**config.mk**
```make
export PLATFORM = sky130hd
export DESIGN_NAME = mips_pipe_core_fwd
export DESIGN_NICKNAME = d
export VERILOG_FILES = /design/src/rtl/mips_pipe_core_fwd.sv
export SDC_FILE = /design/constraint.sdc
export NUM_CORES = 2
export LEC_CHECK = 0
export CAP_MARGIN = 20
export CORE_MARGIN = 1
export CORE_UTILIZATION = 63
export DETAILED_ROUTE_END_ITERATION = 10
export PLACE_DENSITY = 0.81
export SLEW_MARGIN = 20
export SYNTH_ARGS = -nofsm -noshare
export SYNTH_HDL_FRONTEND = slang
export SYNTH_SLANG_ARGS = --single-unit
```
**constraint.sdc**
```tcl
create_clock -name clk -period 7 [get_ports clk]
set_input_delay 1.4 -clock clk [delete_from_list [all_inputs] [get_ports clk]]
set_output_delay 1.4 -clock clk [all_outputs]
set_load 0.03 [all_outputs]
```
**src/rtl/mips_pipe_core_fwd.sv**
```systemverilog
// mips_pipe_core_fwd: 5-stage MIPS integer pipeline (IF/ID/EX/MEM/WB)
// with EX forwarding, load-use interlock and branch/jump flush.
module mips_pipe_core_fwd #(
    parameter int unsigned FWD_EN        = 1,
    parameter logic [31:0] PC_RESET      = 32'h0000_0000,
    parameter int unsigned BR_RESOLVE_EX = 1
) (
    input  logic        clk,
    input  logic        reset,
    output logic [31:0] imem_addr,
    input  logic [31:0] imem_rdata,
    output logic [31:0] dmem_addr,
    output logic [31:0] dmem_wdata,
    output logic        dmem_we,
    output logic        dmem_re,
    input  logic [31:0] dmem_rdata,
    output logic        retire_valid,
    output logic [31:0] retire_pc,
    output logic        stall
);

    typedef enum logic [2:0] {
        ALU_ADD, ALU_SUB, ALU_AND, ALU_OR, ALU_SLT
    } alu_e;

    logic [31:0] r_pc;
    logic        r_ifid_valid;
    logic [31:0] r_ifid_pc, r_ifid_instr;

    logic        r_idex_valid, r_idex_rw, r_idex_mr, r_idex_mw;
    logic        r_idex_br, r_idex_isrc;
    alu_e        r_idex_aop;
    logic [4:0]  r_idex_rs, r_idex_rt, r_idex_dst;
    logic [31:0] r_idex_pc, r_idex_rsv, r_idex_rtv, r_idex_imm;

    logic        r_exmem_valid, r_exmem_rw, r_exmem_mr, r_exmem_mw;
    logic        r_exmem_take;
    logic [4:0]  r_exmem_dst;
    logic [31:0] r_exmem_pc, r_exmem_alu, r_exmem_sd, r_exmem_tgt;

    logic        r_memwb_valid, r_memwb_rw;
    logic [4:0]  r_memwb_dst;
    logic [31:0] r_memwb_pc, r_memwb_res;

    logic [31:0] r_rf [32];

    logic [5:0]  w_opc, w_fn;
    logic [4:0]  w_rs, w_rt, w_rd, w_dst;
    logic [31:0] w_imm, w_jt, w_rsv, w_rtv;
    logic        w_rw, w_mr, w_mw, w_br, w_jmp, w_isrc;
    logic        w_urs, w_urt;
    alu_e        w_aop;

    logic        w_wb_we, w_ex_rd, w_mem_rd;
    logic        w_ex_dep, w_mem_dep, w_stall_req, w_stall;
    logic        w_flush, w_ex_take;
    logic        w_exm_a, w_exm_b, w_mwb_a, w_mwb_b;
    logic [31:0] w_fa, w_fb, w_alu_b, w_alu, w_ex_tgt, w_br_tgt;

    function automatic logic f_hit(
        input logic       v,
        input logic [4:0] d,
        input logic [4:0] s,
        input logic       u
    );
        return v && (d != 5'd0) && (d == s) && u;
    endfunction

    assign w_opc = r_ifid_instr[31:26];
    assign w_rs  = r_ifid_instr[25:21];
    assign w_rt  = r_ifid_instr[20:16];
    assign w_rd  = r_ifid_instr[15:11];
    assign w_fn  = r_ifid_instr[5:0];
    assign w_imm = {{16{r_ifid_instr[15]}}, r_ifid_instr[15:0]};
    assign w_jt  = ((r_ifid_pc + 32'd4) & 32'hF000_0000)
                 | {4'b0, r_ifid_instr[25:0], 2'b00};

    // Decode the IF/ID instruction; unsupported encodings become NOPs.
    always_comb begin
        w_rw = 1'b0; w_mr = 1'b0; w_mw = 1'b0;
        w_br = 1'b0; w_jmp = 1'b0; w_isrc = 1'b0;
        w_urs = 1'b0; w_urt = 1'b0;
        w_aop = ALU_ADD; w_dst = 5'd0;
        if (r_ifid_valid) begin
            case (w_opc)
                6'b000000: begin
                    w_dst = w_rd; w_rw = 1'b1;
                    w_urs = 1'b1; w_urt = 1'b1;
                    case (w_fn)
                        6'b100000: w_aop = ALU_ADD;
                        6'b100010: w_aop = ALU_SUB;
                        6'b100100: w_aop = ALU_AND;
                        6'b100101: w_aop = ALU_OR;
                        6'b101010: w_aop = ALU_SLT;
                        default: begin
                            w_rw = 1'b0; w_urs = 1'b0; w_urt = 1'b0;
                        end
                    endcase
                end
                6'b100011: begin
                    w_rw = 1'b1; w_mr = 1'b1; w_isrc = 1'b1;
                    w_dst = w_rt; w_urs = 1'b1;
                end
                6'b101011: begin
                    w_mw = 1'b1; w_isrc = 1'b1;
                    w_urs = 1'b1; w_urt = 1'b1;
                end
                6'b000100: begin
                    w_br = 1'b1; w_urs = 1'b1; w_urt = 1'b1;
                end
                6'b001000: begin
                    w_rw = 1'b1; w_isrc = 1'b1;
                    w_dst = w_rt; w_urs = 1'b1;
                end
                6'b000010: w_jmp = 1'b1;
                default: ;
            endcase
        end
    end

    // WB writes in the first half-cycle, so ID sees it via bypass.
    assign w_wb_we = r_memwb_valid && r_memwb_rw && (r_memwb_dst != 5'd0);
    assign w_rsv = (w_wb_we && r_memwb_dst == w_rs) ? r_memwb_res : r_rf[w_rs];
    assign w_rtv = (w_wb_we && r_memwb_dst == w_rt) ? r_memwb_res : r_rf[w_rt];

    assign w_ex_rd   = r_idex_valid && r_idex_rw;
    assign w_mem_rd  = r_exmem_valid && r_exmem_rw;
    assign w_ex_dep  = f_hit(w_ex_rd, r_idex_dst, w_rs, w_urs)
                    || f_hit(w_ex_rd, r_idex_dst, w_rt, w_urt);
    assign w_mem_dep = f_hit(w_mem_rd, r_exmem_dst, w_rs, w_urs)
                    || f_hit(w_mem_rd, r_exmem_dst, w_rt, w_urt);
    assign w_stall_req = (FWD_EN != 0) ? (w_ex_dep && r_idex_mr)
                                       : (w_ex_dep || w_mem_dep);
    assign w_stall = w_stall_req && !w_flush;

    assign w_exm_a = (FWD_EN != 0) && w_mem_rd && !r_exmem_mr
                  && (r_exmem_dst != 5'd0) && (r_exmem_dst == r_idex_rs);
    assign w_exm_b = (FWD_EN != 0) && w_mem_rd && !r_exmem_mr
                  && (r_exmem_dst != 5'd0) && (r_exmem_dst == r_idex_rt);
    assign w_mwb_a = (FWD_EN != 0) && w_wb_we && (r_memwb_dst == r_idex_rs);
    assign w_mwb_b = (FWD_EN != 0) && w_wb_we && (r_memwb_dst == r_idex_rt);
    assign w_fa = w_exm_a ? r_exmem_alu : (w_mwb_a ? r_memwb_res : r_idex_rsv);
    assign w_fb = w_exm_b ? r_exmem_alu : (w_mwb_b ? r_memwb_res : r_idex_rtv);
    assign w_alu_b = r_idex_isrc ? r_idex_imm : w_fb;

    // EX-stage ALU.
    always_comb begin
        w_alu = w_fa + w_alu_b;
        case (r_idex_aop)
            ALU_SUB: w_alu = w_fa - w_alu_b;
            ALU_AND: w_alu = w_fa & w_alu_b;
            ALU_OR:  w_alu = w_fa | w_alu_b;
            ALU_SLT: w_alu = {31'd0, $signed(w_fa) < $signed(w_alu_b)};
            default: w_alu = w_fa + w_alu_b;
        endcase
    end

    assign w_ex_take = r_idex_valid && r_idex_br && (w_fa == w_fb);
    assign w_ex_tgt  = r_idex_pc + 32'd4 + (r_idex_imm << 2);
    assign w_flush   = (BR_RESOLVE_EX != 0) ? w_ex_take : r_exmem_take;
    assign w_br_tgt  = (BR_RESOLVE_EX != 0) ? w_ex_tgt : r_exmem_tgt;

    // PC and IF/ID: branch redirect beats stall, stall beats jump.
    always_ff @(posedge clk) begin
        if (reset) begin
            r_pc         <= PC_RESET;
            r_ifid_valid <= 1'b0;
            r_ifid_pc    <= '0;
            r_ifid_instr <= '0;
        end else if (w_flush) begin
            r_pc         <= w_br_tgt;
            r_ifid_valid <= 1'b0;
            r_ifid_instr <= '0;
        end else if (!w_stall) begin
            if (w_jmp) begin
                r_pc         <= w_jt;
                r_ifid_valid <= 1'b0;
                r_ifid_instr <= '0;
            end else begin
                r_pc         <= r_pc + 32'd4;
                r_ifid_valid <= 1'b1;
                r_ifid_pc    <= r_pc;
                r_ifid_instr <= imem_rdata;
            end
        end
    end

    // ID/EX: a bubble on reset, flush or stall.
    always_ff @(posedge clk) begin
        if (reset || w_flush || w_stall) begin
            r_idex_valid <= 1'b0; r_idex_rw <= 1'b0;
            r_idex_mr <= 1'b0; r_idex_mw <= 1'b0;
            r_idex_br <= 1'b0; r_idex_isrc <= 1'b0;
            r_idex_aop <= ALU_ADD; r_idex_dst <= 5'd0;
            r_idex_rs <= 5'd0; r_idex_rt <= 5'd0;
            r_idex_pc <= '0; r_idex_imm <= '0;
            r_idex_rsv <= '0; r_idex_rtv <= '0;
        end else begin
            r_idex_valid <= r_ifid_valid; r_idex_rw <= w_rw;
            r_idex_mr <= w_mr; r_idex_mw <= w_mw;
            r_idex_br <= w_br; r_idex_isrc <= w_isrc;
            r_idex_aop <= w_aop; r_idex_dst <= w_dst;
            r_idex_rs <= w_rs; r_idex_rt <= w_rt;
            r_idex_pc <= r_ifid_pc; r_idex_imm <= w_imm;
            r_idex_rsv <= w_rsv; r_idex_rtv <= w_rtv;
        end
    end

    // EX/MEM: flushed only when beq resolves in MEM.
    always_ff @(posedge clk) begin
        if (reset || (w_flush && BR_RESOLVE_EX == 0)) begin
            r_exmem_valid <= 1'b0; r_exmem_rw <= 1'b0;
            r_exmem_mr <= 1'b0; r_exmem_mw <= 1'b0;
            r_exmem_take <= 1'b0; r_exmem_dst <= 5'd0;
            r_exmem_pc <= '0; r_exmem_alu <= '0;
            r_exmem_sd <= '0; r_exmem_tgt <= '0;
        end else begin
            r_exmem_valid <= r_idex_valid; r_exmem_rw <= r_idex_rw;
            r_exmem_mr <= r_idex_mr; r_exmem_mw <= r_idex_mw;
            r_exmem_take <= w_ex_take; r_exmem_dst <= r_idex_dst;
            r_exmem_pc <= r_idex_pc; r_exmem_alu <= w_alu;
            r_exmem_sd <= w_fb; r_exmem_tgt <= w_ex_tgt;
        end
    end

    // MEM/WB: pick load data or ALU result.
    always_ff @(posedge clk) begin
        if (reset) begin
            r_memwb_valid <= 1'b0; r_memwb_rw <= 1'b0;
            r_memwb_dst <= 5'd0; r_memwb_pc <= '0;
            r_memwb_res <= '0;
        end else begin
            r_memwb_valid <= r_exmem_valid; r_memwb_rw <= r_exmem_rw;
            r_memwb_dst <= r_exmem_dst; r_memwb_pc <= r_exmem_pc;
            r_memwb_res <= r_exmem_mr ? dmem_rdata : r_exmem_alu;
        end
    end

    // Register file; $0 is never written so it always reads zero.
    always_ff @(posedge clk) begin
        if (reset) begin
            for (int i = 0; i < 32; i++) r_rf[i] <= '0;
        end else if (w_wb_we) begin
            r_rf[r_memwb_dst] <= r_memwb_res;
        end
    end

    assign imem_addr    = r_pc;
    assign dmem_addr    = r_exmem_alu;
    assign dmem_wdata   = r_exmem_sd;
    assign dmem_we      = r_exmem_valid && r_exmem_mw && !reset;
    assign dmem_re      = r_exmem_valid && r_exmem_mr && !reset;
    assign retire_valid = r_memwb_valid && !reset;
    assign retire_pc    = r_memwb_pc;
    assign stall        = w_stall && !reset;

endmodule

```
-- After elaboration in Yosys (flattened, before gate mapping)
Memory sizes are Yosys's and may differ from the RTL's. A register that Yosys moved wholly into a read port is not among the register bits.
Cells that the tools add are included.
- register bits: 345
- output and inout bits: 132
- memories: 1
- input bits: 66
- logic and storage cells: 146
- bits in writable memories: 1024
- $add $sub $neg: 6
- bitwise operators: 8
- equality and inequality tests: 22
- reductions and logical operators: 45
- magnitude comparators: 1
- mux-type cells: 34
- memories (memory ; words ; width ; rd ports ; clocked after memory_dff ; wr ports ; RTL line ; RTL):
    r_rf ; 32 ; 32 ; 2 ; 2 ; 32 ; 45 ; logic [31:0] r_rf [32];
- operators with widths (operator ; count):
    $mux 32 ; 11
    $pmux 32 s4 ; 1
    $add 32x3->32 const B ; 3
    $add 32x32->32 ; 2
    $eq 6x6->1 const B ; 7
    $and 32x32->32 ; 1
    $eq 32x32->1 ; 1
    $lt 32x32->1 ; 1
    $or 32x28->32 ; 1
    $or 32x32->32 ; 1
    $reduce_or 32->1 ; 1
    $sub 32x32->32 ; 1
    $eq 5x5->1 ; 6
    $logic_and 1x1->1 ; 25
    $mux 1 ; 16
    $reduce_bool 5->1 ; 3
    $pmux 3 s4 ; 1
    $pmux 5 s2 ; 1
    $reduce_or 2->1 ; 4
    $eq 3x2->1 const B ; 2
    $eq 6x2->1 const B ; 1
    $eq 6x3->1 const B ; 1
    $eq 6x4->1 const B ; 1
    $logic_not 6->1 ; 1
    12 further kinds ; 23

-- Logic depth before layout (Yosys ltp)
- depth in word-level cells: 11
- depth in mapped cells: 24
- mapped depth without buffers: 20

-- Least setup slack after synthesis
Ideal clock, no wire load.
- kind: register to register
- start point: register r_exmem_dst[1]
- end point: register r_exmem_alu[31] (netlist: dmem_addr[31])
- cell stages (with the launch flop): 22
- path slack: 1.332 ns
- required time: 6.879 ns
- arrival time: 5.547 ns
- path buffers: 4
- library setup time: 0.121 ns
- period minus slack after synthesis: 5.668 ns
- cell sequence: dfxtp_1 or4_1 o2111ai_2 or3_1 buf_2 clkbuf_1 clkbuf_1 clkbuf_1 a21oi_1 mux2_2 ha_1 a21o_1 a21o_1 a2111o_1 a32oi_1 o41ai_1 a31o_2 a221oi_1 o221ai_1 o311a_1 nor3b_1 a21oi_1
- cells in the longest elaborated chain, start to end: 7
- elaborated cells between the ends (all ways): 14
- those cells by class: add/sub: 2; eq/ne: 2; mux: 4; bitwise: 2; reduce/logical: 4
- RTL lines (element ; RTL line ; RTL):
    start: declaration ; 38 ; logic [4:0] r_exmem_dst;
    start signal: assignment ; 220 ; r_exmem_take <= w_ex_take; r_exmem_dst <= r_idex_dst;
    $reduce_bool 5->1 ; 137, 139 ;
    $logic_and 1x1->1 ; 137, 139 ;
    $logic_and 1x1->1 ; 139 ; && (r_exmem_dst != 5'd0) && (r_exmem_dst == r_idex_rt);
    $mux 32 ; 143 ; assign w_fb = w_exm_b ? r_exmem_alu : (w_mwb_b ? r_memwb_res : r_idex_rtv);
    $mux 32 ; 144 ; assign w_alu_b = r_idex_isrc ? r_idex_imm : w_fb;
    $add 32x32->32 (tied with other cells) ; 154 ; default: w_alu = w_fa + w_alu_b;
    $pmux 32 s4 (*) ; 149 ; case (r_idex_aop)
    end signal: assignment ; 221 ; r_exmem_pc <= r_idex_pc; r_exmem_alu <= w_alu;
    end: declaration ; 39 ; logic [31:0] r_exmem_pc, r_exmem_alu, r_exmem_sd, r_exmem_tgt;
Every way passes the cells marked *; elsewhere a longest branch is shown, timed or not.
A chain may end at the register's enable or synchronous reset.

-- Final worst setup path
- start point: register r_memwb_dst[2]
- end point: output port stall
- cells in the longest elaborated chain, start to end: 10
- elaborated cells between the ends (all ways): 15
- those cells by class: eq/ne: 3; mux: 4; reduce/logical: 8
- RTL lines (element ; RTL line ; RTL):
    start: declaration ; 42 ; logic [4:0] r_memwb_dst;
    start signal: assignment ; 234 ; r_memwb_dst <= r_exmem_dst; r_memwb_pc <= r_exmem_pc;
    $reduce_bool 5->1 ; 122 ; assign w_wb_we = r_memwb_valid && r_memwb_rw && (r_memwb_dst != 5'd0);
    $logic_and 1x1->1 ; 122 ;
    $logic_and 1x1->1, on equally long branches ; 140, 141 ;
    $mux 32, on equally long branches (2 in series) ; 142, 143 ;
    $eq 32x32->1 (*) ; 158 ; assign w_ex_take = r_idex_valid && r_idex_br && (w_fa == w_fb);
    $logic_and 1x1->1 (*) ; 158 ;
    $logic_not 1->1 (*) ; 134 ; assign w_stall = w_stall_req && !w_flush;
    $logic_and 1x1->1 (*) ; 134 ;
    $logic_and 1x1->1 (*) ; 255 ; assign stall = w_stall && !reset;
    end: declaration ; 19 ; output logic stall
Marked as above.

==> metrics.csv <==
stage;metric;value;unit
clocking;clock sinks;1433;
job;max cap viols;0;
clocking;CTS buffer count;150;
worst_setup_path;Startpoint Class;register;
routing;via count;54400;
cells_and_area;most frequent cells in the layout;and2_1 (1024), edfxtp_1 (1024), mux4_2 (640), dfxtp_1 (397), nor2_1 (285);
global_routing;GR Overflow Total;0;
worst_setup_path;CP cell instances;or3_4, o311a_1, nand2_8, buf_4, mux2i_1, a221o_1, a221o_1, nand4_1, nor4_2, buf_4, a21o_1, nor2_1, clkdlybuf4s50_1;
worst_setup_path;worst path buffer plus inverter count;3;
yosys;Seq/Total Area, Yosys;0.501;
global_routing;initial antenna violation count;9;
yosys;synthesized area;77800;sq um
worst_setup_path;flop2flop setup slack;0.63;ns
die;initial core utilization;0.637;
power;cell area power density;239;nW/um^2
worst_setup_path;arrival time at the worst endpoint;5.52;ns
worst_setup_path;CP Capture Type;output pin;
hold_path;HP Class;register to register;
cells_and_area;post-synthesis to final-layout area growth;10.9;%
power;Static Leak;0.0317;uW
yosys;Synth Instances;5967;
worst_setup_path;reg-to-reg critical path startpoint;r_memwb_dst[2];
cells_and_area;Filler cells;8055;
sta;ratio of final minimum period to clock period;0.988;
global_routing;total track usage;0.393;
power;VDD IR max;0.276;mV
sta;Worst-Margin Slew;1.24;ns
sta;final max-slew violation count;0;
routing;routed len/inst;31.8;um
yosys;most used flip-flop cell after synthesis;edfxtp_1;
placement;gp weighted congestion;0.919;
worst_setup_path;WS Path Type;register to output pin;
sta;Fin. Hold Viols;0;
sta;RSZ-0062 raised after global routing;false;
yosys;#FFs+latches synth;1433;
worst_setup_path;slowest stage cell on the critical path;clkdlybuf4s50_1;
worst_setup_path;reg2reg path depth;18;
routing;WL final;246000;um
die;die area;125000;sq um
status;status;finished clean;
sta;Setup Skew;0.0397;ns
yosys;synth warn;0;
worst_setup_path;r2r endpoint;dmem_addr[31];
sta;total negative slack;0;ns
die;num ports;198;
sta;fin crit period;6.92;ns
sta;hold slack;0.430;ns
die;Placeable Area;122000;sq um
clocking;clock-pin slew on the worst setup and hold paths;0.06;ns
hold_path;hold_sp;r_exmem_pc[26];
yosys;Post-synth EDFFs;1024;
placement;number of I/O port buffers;197;
routing;drt pass-1 iters;6;
routing;Iter 0 DRT Violations;7670;
sta;fmax;145;MHz
hold_path;Hold Crit Depth;1;
global_routing;first-pass GRT wire length;357000;um
global_routing;largest net degree at the start of global routing;103;
clocking;CTS tree;built;
die;Die Y;353;um
clocking;cts hold-fix bufs;0;
sta;relative slew slack;0.168;
clocking;post-CTS setup buffer count;0;
cells_and_area;share of cells above drive strength 1;0.201;
placement;placed wire-length estimate;153000;um
die;Cell Rows;128;
die;die width;353;um
worst_setup_path;Crit path required time;5.60;ns
sta;setup violators final;0;
cells_and_area;fin nets;6215;
clocking;htree depth;4;
worst_setup_path;CP peak stage delay;0.63;ns
routing;Via-to-Cell Ratio;7.03;
routing;post-route ant nets;0;
routing;Residual DRC;0;
global_routing;number of global-route vias before repair;53800;
hold_path;Worst Hold Path EP;retire_pc[26];
clocking;CTS Buffer Depth;3;
yosys;Synth Area per Inst;13.0;sq um
yosys;Async SR Flop Fraction;0;
worst_setup_path;critical-path maximum fanout;19;
clocking;clock root buffer;clkbuf_16;
worst_setup_path;cell family with most CP delay;simple AND/OR/NAND/NOR gates;
yosys;Unique masters post-synth;87;
clocking;clk_lat worst skew;0.81;ns
[cells by family after synthesis]
kind of cell,synth area share
xor gates and xnor gates,0.0131
other,0.0000482
adders and majority gates,0.0257
buffers and inverters,0.0329
muxes,0.212
AOI/OAI and AO/OA,0.0675
and+or+nand+nor,0.149
DFF,0.501
[metal layers]
metal	track usage	vias to the layer above	share of wire
li1	-	22400	-
met1	0.496	26900	0.34
met2	0.610	4223	0.46
met3	0.121	943	0.13
met4	0.215	12	0.062
met5	0	-	0.00028
[final cells by class]
cell class	count	area [sq um]	share of cell area
Antenna cell	6	15.0	0.000174
Clock buffer	201	4190	0.0485
Clock inverter	73	629	0.00730
Inverter	108	405	0.00470
Multi-Input combinational cell	3922	36600	0.424
Sequential cell	1433	39000	0.452
Tap cell	1625	2030	0.0236
Timing Repair Buffer	377	3410	0.0395
[cell usage after synthesis (all sizes together) (6+ instances only)]
cell type	n	share of area
a211o	9	0.0010
a211oi	101	0.012
a21o	53	0.0051
a21oi	207	0.013
a221o	54	0.0070
a221oi	12	0.0014
a22oi	9	0.00087
a31o	9	0.0010
a31oi	24	0.0020
and2	1025	0.082
and3	17	0.0014
and4	6	0.00068
buf	95	0.0064
clkbuf	440	0.021
dfxtp	409	0.11
edfxtp	1024	0.40
ha	154	0.025
inv	108	0.0052
mux2	14	0.0020
mux2i	187	0.024
mux4	640	0.19
nand2	177	0.0090
nand2b	83	0.0068
nand3	47	0.0030
nand3b	41	0.0040
nand4	27	0.0022
nor2	318	0.015
nor2b	126	0.010
nor3	68	0.0045
nor3b	9	0.00087
nor4	27	0.0027
o211ai	14	0.0014
o21a	30	0.0029
o21ai	103	0.0066
o21bai	11	0.0011
o221ai	33	0.0037
o22ai	19	0.0015
or2	39	0.0031
or3	13	0.0010
xnor2	76	0.0086
xor2	40	0.0045
[state kept, by name (all words and copies together), names as in the netlist, 3 cells and up]
name	cells
r_idex_imm	16
r_exmem_dst	5
r_idex_rs	5
r_exmem_pc	32
r_idex_dst	5
r_idex_rt	5
imem_addr	32
r_memwb_dst	5
r_ifid_instr	32
retire_pc	32
r_idex_aop	3
r_idex_rtv	32
r_idex_rsv	32
dmem_wdata	32
r_idex_pc	32
r_memwb_res	32
r_rf	1024
dmem_addr	32
r_ifid_pc	32
[worst max path at each step]
stage	start	end	slack (ns)	depth (start not counted)
floorplan	r_exmem_dst[1]	dmem_addr[31]	1.33	21
global placement	r_exmem_dst[2]	stall	0.73	12
detailed placement	r_memwb_dst[2]	dmem_addr[31]	0.67	18
CTS	r_exmem_dst[3]	stall	0.11	13
global route	r_memwb_dst[2]	stall	0.0003	13
finish	r_memwb_dst[2]	stall	0.08	13
[metrics by stage]
step / cell area [sq um] / util / instances / worst slack (ns) / total power [uW]
detailed placement: 81300 / 0.667 / 7464 / 0.667 / 12800
global placement: 81300 / 0.667 / 7464 / 0.731 / 12700
CTS: 86200 / 0.706 / 7738 / 0.113 / 20500
floorplan: 77900 / - / 5998 / 1.33 / 11700
global route: 86200 / 0.707 / 7739 / 0.000299 / 21100
finish: 86300 / 0.707 / 7745 / 0.0818 / 20600
[worst register-to-register path, delay by kind of cell, from the launching register on]
| kind | cells | cell delay [ns] |
|---|---|---|
| adders and majority gates | 1 | 0.25 |
| and+or+nand+nor | 3 | 0.92 |
| muxes | 2 | 0.70 |
| AOI/OAI and AO/OA | 12 | 3.93 |
| DFF | 1 | 0.44 |
[power by group]
group	switching [uW]	leakage [uW]	internal, uW
sequential	333	0.0139	9400
combinational	1760	0.0155	1230
clock	3480	0.00236	4410
[what timing repair did]
action	in CTS	in global routing
setup endpoints to repair	1	1
resized for setup	4	6
cloned	0	0
No activity file was read; power rests on OpenSTA's default activity.
